$ cat src/rtl/mac_accum_pe.sv
// Multiply-accumulate processing element: runs a job of len operand beats,
// accumulates with saturation, forwards in2 downstream and returns the sum.
module mac_accum_pe #(
    parameter int DATA_W = 8,
    parameter int ACC_W  = 24,
    parameter int CNT_W  = 8,
    parameter int SIGNED = 0
) (
    input  logic              clk,
    input  logic              rst,
    input  logic              start,
    input  logic [CNT_W-1:0]  len,
    input  logic              in_valid,
    output logic              in_ready,
    input  logic [DATA_W-1:0] in1,
    input  logic [DATA_W-1:0] in2,
    output logic [DATA_W-1:0] fwd_out,
    output logic              fwd_valid,
    output logic              res_valid,
    input  logic              res_ready,
    output logic [ACC_W-1:0]  res_data,
    output logic              res_sat,
    output logic              busy
);

    localparam int               PAD_W     = ACC_W + 1 - 2 * DATA_W;
    localparam logic             IS_SIGNED = (SIGNED != 0);
    localparam logic [CNT_W-1:0] CNT_ONE   = CNT_W'(1);
    localparam logic [CNT_W-1:0] CNT_ZERO  = {CNT_W{1'b0}};
    localparam logic [ACC_W-1:0] U_MAX     = {ACC_W{1'b1}};
    localparam logic [ACC_W-1:0] S_MAX     = {1'b0, {(ACC_W-1){1'b1}}};
    localparam logic [ACC_W-1:0] S_MIN     = {1'b1, {(ACC_W-1){1'b0}}};

    typedef enum logic [1:0] {
        IDLE  = 2'd0,
        ACCUM = 2'd1,
        DONE  = 2'd2
    } state_t;

    state_t              state_q, state_d;
    logic [ACC_W-1:0]    acc_q;
    logic [CNT_W-1:0]    cnt_q;
    logic                sticky_q;
    logic [ACC_W-1:0]    res_data_q;
    logic                res_sat_q;
    logic [DATA_W-1:0]   fwd_out_q;
    logic                fwd_valid_q;

    logic                beat_s;
    logic                load_s;
    logic [2*DATA_W-1:0] op1_s, op2_s, prod_s;
    logic [ACC_W:0]      prod_ext_s, acc_ext_s, sum_s;
    logic [ACC_W-1:0]    acc_next_s;
    logic                clamp_s;

    assign beat_s = in_valid & (state_q == ACCUM);
    assign load_s = start & (state_q == IDLE) & (len != CNT_ZERO);

    // The low 2*DATA_W bits of a product of extended operands are exact in both modes.
    assign op1_s      = {{DATA_W{IS_SIGNED & in1[DATA_W-1]}}, in1};
    assign op2_s      = {{DATA_W{IS_SIGNED & in2[DATA_W-1]}}, in2};
    assign prod_s     = op1_s * op2_s;
    assign prod_ext_s = {{PAD_W{IS_SIGNED & prod_s[2*DATA_W-1]}}, prod_s};
    assign acc_ext_s  = {IS_SIGNED & acc_q[ACC_W-1], acc_q};
    assign sum_s      = acc_ext_s + prod_ext_s;

    // Sum-then-clamp using one guard bit above the accumulator.
    always_comb begin
        clamp_s    = 1'b0;
        acc_next_s = sum_s[ACC_W-1:0];
        if (IS_SIGNED) begin
            if (sum_s[ACC_W] != sum_s[ACC_W-1]) begin
                clamp_s    = 1'b1;
                acc_next_s = sum_s[ACC_W] ? S_MIN : S_MAX;
            end else begin
                clamp_s    = 1'b0;
                acc_next_s = sum_s[ACC_W-1:0];
            end
        end else if (sum_s[ACC_W]) begin
            clamp_s    = 1'b1;
            acc_next_s = U_MAX;
        end else begin
            clamp_s    = 1'b0;
            acc_next_s = sum_s[ACC_W-1:0];
        end
    end

    // Job sequencing: idle until a non-empty job, accumulate, then hold the result.
    always_comb begin
        state_d = state_q;
        case (state_q)
            IDLE: begin
                if (load_s) begin
                    state_d = ACCUM;
                end else begin
                    state_d = IDLE;
                end
            end
            ACCUM: begin
                if (beat_s && (cnt_q == CNT_ONE)) begin
                    state_d = DONE;
                end else begin
                    state_d = ACCUM;
                end
            end
            DONE: begin
                if (res_ready) begin
                    state_d = IDLE;
                end else begin
                    state_d = DONE;
                end
            end
            default: state_d = IDLE;
        endcase
    end

    // State register.
    always_ff @(posedge clk) begin
        if (rst) begin
            state_q <= IDLE;
        end else begin
            state_q <= state_d;
        end
    end

    // Accumulator, beat counter, captured result and forwarding registers.
    always_ff @(posedge clk) begin
        if (rst) begin
            acc_q       <= {ACC_W{1'b0}};
            cnt_q       <= CNT_ZERO;
            sticky_q    <= 1'b0;
            res_data_q  <= {ACC_W{1'b0}};
            res_sat_q   <= 1'b0;
            fwd_out_q   <= {DATA_W{1'b0}};
            fwd_valid_q <= 1'b0;
        end else begin
            if (load_s) begin
                acc_q    <= {ACC_W{1'b0}};
                sticky_q <= 1'b0;
                cnt_q    <= len;
            end else if (beat_s) begin
                acc_q    <= acc_next_s;
                sticky_q <= sticky_q | clamp_s;
                cnt_q    <= cnt_q - CNT_ONE;
                if (cnt_q == CNT_ONE) begin
                    res_data_q <= acc_next_s;
                    res_sat_q  <= sticky_q | clamp_s;
                end
            end
            fwd_valid_q <= beat_s;
            if (beat_s) begin
                fwd_out_q <= in2;
            end
        end
    end

    assign in_ready  = (state_q == ACCUM);
    assign res_valid = (state_q == DONE);
    assign busy      = (state_q != IDLE);
    assign res_data  = res_data_q;
    assign res_sat   = res_sat_q;
    assign fwd_out   = fwd_out_q;
    assign fwd_valid = fwd_valid_q;

endmodule
$ cat config.mk
export PLATFORM = sky130hd
export DESIGN_NAME = mac_accum_pe
export DESIGN_NICKNAME = d
export VERILOG_FILES = /design/src/rtl/mac_accum_pe.sv
export SDC_FILE = /design/constraint.sdc
export NUM_CORES = 1
export LEC_CHECK = 0
export CELL_PAD_IN_SITES_DETAIL_PLACEMENT = 2
export CELL_PAD_IN_SITES_GLOBAL_PLACEMENT = 2
export CORE_AREA = 5 5 129 131
export DETAILED_ROUTE_END_ITERATION = 10
export DIE_AREA = 0 0 134 136
export GPL_ROUTABILITY_DRIVEN = 0
export HOLD_SLACK_MARGIN = 0.08
export PLACE_DENSITY = 0.92
export SETUP_SLACK_MARGIN = 0.5
export SKIP_LAST_GASP = 1
export SLEW_MARGIN = 40
export SYNTH_ARGS = -nofsm -noshare
export SYNTH_HDL_FRONTEND = slang
export SYNTH_SLANG_ARGS = --single-unit
$ cat constraint.sdc
create_clock -name clk -period 13.9 [get_ports clk]
set_clock_uncertainty 0.05 [all_clocks]
set_input_delay 1.39 -clock clk [delete_from_list [all_inputs] [get_ports clk]]
set_output_delay 1.39 -clock clk [all_outputs]
set_load 0.05 [all_outputs]
* Word-level counts from Yosys, hierarchy flattened
Index checks and enable logic that the tools add are counted.
Word-level totals: bits in registers 69, bits in latches 0, bits in writable memories 0, memory bits (read-only) 0, output and inout bits 37, memories kept 0
Operators by class: $add $sub $neg 2, $mul 1, divide/modulo/power cells 0, magnitude comparators 0, equal/unequal tests 3, shifts and indexed selects 0, mux-type cells 8, bitwise logic cells 5, reductions and logical operators 7
Operator list (count):
- 24-bit by 16-bit adder with 25-bit output | 1
- 24-bit two-way mux | 1
- 8-bit by 8-bit multiplier with 16-bit output | 1
- 8-bit two-way mux | 2
- 8-bit by 1-bit equality test with 1-bit output, second input constant | 1
- 8-bit nonzero test | 1
- 8-bit by 1-bit subtractor with 8-bit output, second input constant | 1
- 2-bit one-hot mux with 3 select lines | 1
- 2-bit two-way mux | 2
- 2-bit nonzero test | 2
- 1-bit bitwise AND | 3
- 3-bit AND reduction | 1
- 2-bit by 1-bit equality test with 1-bit output, second input constant | 1
- 2-bit equality test, second input constant | 1
- 2-bit logical NOT | 1
- 1-bit two-way mux | 2
- 2-bit OR reduction | 1
- 1-bit logical AND | 1
- 1-bit inverter | 1
- 1-bit bitwise OR | 1

* Depth between registers and ports, before layout
depth in word-level cells 5, depth in mapped cells 21, gate-level depth less buffers 18

* Worst setup path after synthesis
OpenSTA, ideal clock, no wires.
kind input to register, from input port in2[1], to register acc_q[23], arrival 5.707 ns, setup slack 8.027 ns, stages on the path 18, path buffers 2, path through clkbuf_1 nand2_1 fa_1 inv_1 fa_1 inv_1 fa_1 fa_1 inv_1 ha_1 a21o_1 a21oi_2 a211o_1 a211oi_2 or2_1 buf_6 or4_1 o211a_1
Between the ends: word-level cells in the longest chain between the ends 3
RTL lines:
- start: declaration | line 16 | input logic [DATA_W-1:0] in2,
- 8-bit by 8-bit multiplier with 16-bit output | line 62 | assign prod_s = op1_s * op2_s;
- 24-bit by 16-bit adder with 25-bit output | line 65 | assign sum_s = acc_ext_s + prod_ext_s;
- 24-bit two-way mux | line 79 | end else if (sum_s[ACC_W]) begin
- end signal: assignment | line 129 | acc_q <= {ACC_W{1'b0}};
- end signal: assignment | line 138 | acc_q <= {ACC_W{1'b0}};
- end signal: assignment | line 142 | acc_q <= acc_next_s;
- end: declaration | line 41 | logic [ACC_W-1:0] acc_q;
No other way between the ends. A chain may end at the register's enable or synchronous reset.

* Worst setup path after layout
from input port in2[7], to register res_data_q[21], in the netlist res_data[21]
Between the ends: word-level cells in the longest chain between the ends 3
RTL lines:
- 8-bit by 8-bit multiplier with 16-bit output | line 62
- 24-bit by 16-bit adder with 25-bit output | line 65
- 24-bit two-way mux | line 79
- end signal: assignment | line 132 | res_data_q <= {ACC_W{1'b0}};
- end signal: assignment | line 146 | res_data_q <= acc_next_s;
- end: declaration | line 44 | logic [ACC_W-1:0] res_data_q;
No other way between the ends.

==> run metrics <==
worst hold endpoint=fwd_out[1]$_SDFFE_PP0P_; Hold Path Class=reg -> reg; WP data required=14.05 ns; CORE AREA=15500 µm²; endpoints failing hold=0; Critical R2R Capture=res_data[21]$_SDFFE_PP0P_; synth top area cells=dfxtp_1 (25%), fa_1 (18%), ha_1 (9.6%); hold path start=fwd_out[1]$_SDFFE_PP0P_; asr flop ratio synth=0; Crit. End Element=flop; pin count of the biggest net entering global routing=48; Num CTS Buffers=9; top-area cell type share of the netlist area=0.247; post-layout min period=7.17 ns; Post-CTS Setup Inserts=0; start of the worst register-to-register path=acc_q[7]$_SDFFE_PP0P_; CP Cell Sequence=clkdlybuf4s50_1 -> nand2_1 -> fa_1 -> fa_1 -> inv_1 -> fa_1 -> inv_1 -> fa_1 -> inv_1 -> ha_1 -> nand4b_1 -> a211o_1 -> a211oi_2 -> or2_1 -> nor2_2 -> a211oi_1; Hold Buf Count CTS=0; total wire length=20400 µm; Setup Viol. Count Final=0; most frequent cell after synthesis=inv_1; CP most frequent cell=fa_1; ant diodes=0; CP Max Fanout=16; Synthesized Nets=804; CTS sink cnt=69; Syn Std Cell Area=5590 µm²; DR WL met2=11200 µm; status=finished clean; startpoint type of the worst setup path=primary input; max-cap violations=0; synth-to-layout area growth=19.1%; pwr/cell area=134 nW/µm²; Resize count post-CTS=0; count of cell types in the netlist=52; # rows=46; highest metal used=met4; syn avg cell area=8.20 µm²; post-synth top area cell=dfxtp_1; hold_ws=0.408 ns; vias in the first global route=6120; Register-to-Register Path Depth=15; final setup TNS=0 ns; DRT Pass-1 Iters=4; R2R setup slack=8.38 ns; worst vdd ir=54.6 µV; CTS tree=yes; Net count, final=850; layout cells sized above 1=0.0409; grt ovf=0; die height=136 µm; DIE WIDTH=134 µm; commonest cells in the synthesized netlist=inv_1 (103), dfxtp_1 (69), nor2_1 (67); LEAKAGE=2.90 nW; Worst Setup Path Type=in -> reg; normalized max-slew margin=0.522; slowest stage cell on the critical path=clkdlybuf4s50_1; Avg WL per Cell=22.0 µm; initial antenna violation count=0; critical path data arrival time=7.32 ns; Final Max Tran Viols=0; cell family with most CP delay=adder cells; CTS H-tree lvls=3; latest clock arrival within the worst-skew pair=0.35 ns; synth warn=0; flops & latches, synth=69; drt first-iter violations=244; ANT nets after route=0; Total Routing Usage GR=0.233; met1 wire length=7850 µm; clock buffer depth=2; detailed-route via count=5115; starting density of the core=0.361; primary flip-flop cell chosen by synthesis mapping=dfxtp_1; HPWL after DPL=14600 µm; number of flops mapped to enable cells by yosys=0; Mapped Cells=682; RSZ-0062 raised after global routing=false; CP Buf/Inv Count=4; CTS root buf=clkbuf_16; Achievable Freq=139 MHz; die area=18200 µm²; I/O pin count=66; Seq/Total Area, Yosys=0.247; DRC=0; first-pass GRT wire length=33100 µm; pin slew with the least headroom to its limit=0.717 ns; Vias/cell=5.53; PortBufs=65; fin crit share=0.516; Hold Crit Depth=2; clock slew at reported path FFs=0.06 ns; CP max stage delay=0.73 ns; met3 wire len=586 µm
==> worst reg2reg max path, delay by kind of cell (launching register included) <==
kind | cells | cell delay [ns]
buffers and inverters | 4 | 0.25
and+or+nand+nor | 3 | 1.17
adders and majority gates | 5 | 2.46
AOI/OAI and AO/OA | 3 | 1.12
DFF | 1 | 0.33
==> stage by stage <==
step	util	instances	cell area (µm²)	setup slack, ns	power, W
after floorplan	-	682	5590	8.03	0.000518
after global placement	0.410	909	6350	6.95	0.000609
after detailed placement	0.410	909	6350	6.60	0.000647
after CTS	0.430	925	6650	6.69	0.000899
after global routing	0.430	925	6660	6.49	0.000953
final	0.430	925	6660	6.73	0.000891
==> power breakdown <==
| group | internal, W | switching (W) | leakage [nW] | total, W |
|---|---|---|---|---|
| Combinational | 0.000158 | 0.000285 | 2.20 | 0.000444 |
| Clock | 0.000140 | 0.0000967 | 0.146 | 0.000236 |
| Sequential | 0.000205 | 0.00000590 | 0.560 | 0.000211 |
==> kinds of logic (layout without fill, tap and decap cells) <==
family / after synthesis / after routing / share of synthesized area
and+or+nand+nor: 225 / 225 / 0.189
AOI/OAI and AO/OA: 140 / 140 / 0.162
buffers and inverters: 137 / 188 / 0.0976
adders and majority gates: 93 / 93 / 0.275
DFF: 69 / 69 / 0.247
xor gates and xnor gates: 17 / 17 / 0.0266
muxes: 1 / 1 / 0.00179
==> area by class of cell <==
class / instances / area, µm²
Inverter: 103 / 387
Fill cell: 1699 / 8830
Clock buffer: 9 / 225
Timing Repair Buffer: 69 / 681
Clock inverter: 7 / 73.8
Multi-Input combinational cell: 476 / 3670
Sequential cell: 69 / 1380
Tap cell: 192 / 240
==> flip-flops by register name, summed over array words and instances (netlist names) <==
register / count
fwd_out: 8
state_q: 2
cnt_q: 8
fwd_valid: 1
res_sat: 1
acc_q: 24
res_data: 24
sticky_q: 1
==> routing by layer <==
metal / GRT usage / vias to the layer above
li1: - / 2331
met4: 0.0891 / 0
met3: 0.0418 / 48
met2: 0.451 / 99
met1: 0.250 / 2637
met5: 0 / -
==> layout by cell type (no fill, tap or decap), drive strengths merged, types with 6 or more instances in the layout <==
cell type / instances
nand2: 62
fa: 50
nor3: 17
clkbuf: 9
xnor2: 9
nor2: 68
o21ai: 24
a21oi: 52
xor2: 8
and2: 37
inv: 104
a31oi: 8
ha: 43
nand3: 10
a211oi: 21
clkdlybuf4s50: 65
a221oi: 6
dfxtp: 69
nor4: 6
and3: 6
==> how the worst max path moves through the flow <==
stage	to	start	cells after the start	slack (ns)
2_1_floorplan	acc_q[23]$_SDFFE_PP0P_	in2[1]	18	8.03
4_1_cts	res_data[21]$_SDFFE_PP0P_	in2[7]	16	6.69
5_1_grt	res_data[21]$_SDFFE_PP0P_	in2[7]	16	6.49
3_5_place_dp	res_data[17]$_SDFFE_PP0P_	in2[7]	16	6.60
6_report	res_data[21]$_SDFFE_PP0P_	in2[7]	16	6.73
3_3_place_gp	res_data[9]$_SDFFE_PP0P_	in1[0]	16	6.95
No activity file was read; power rests on OpenSTA's default activity.
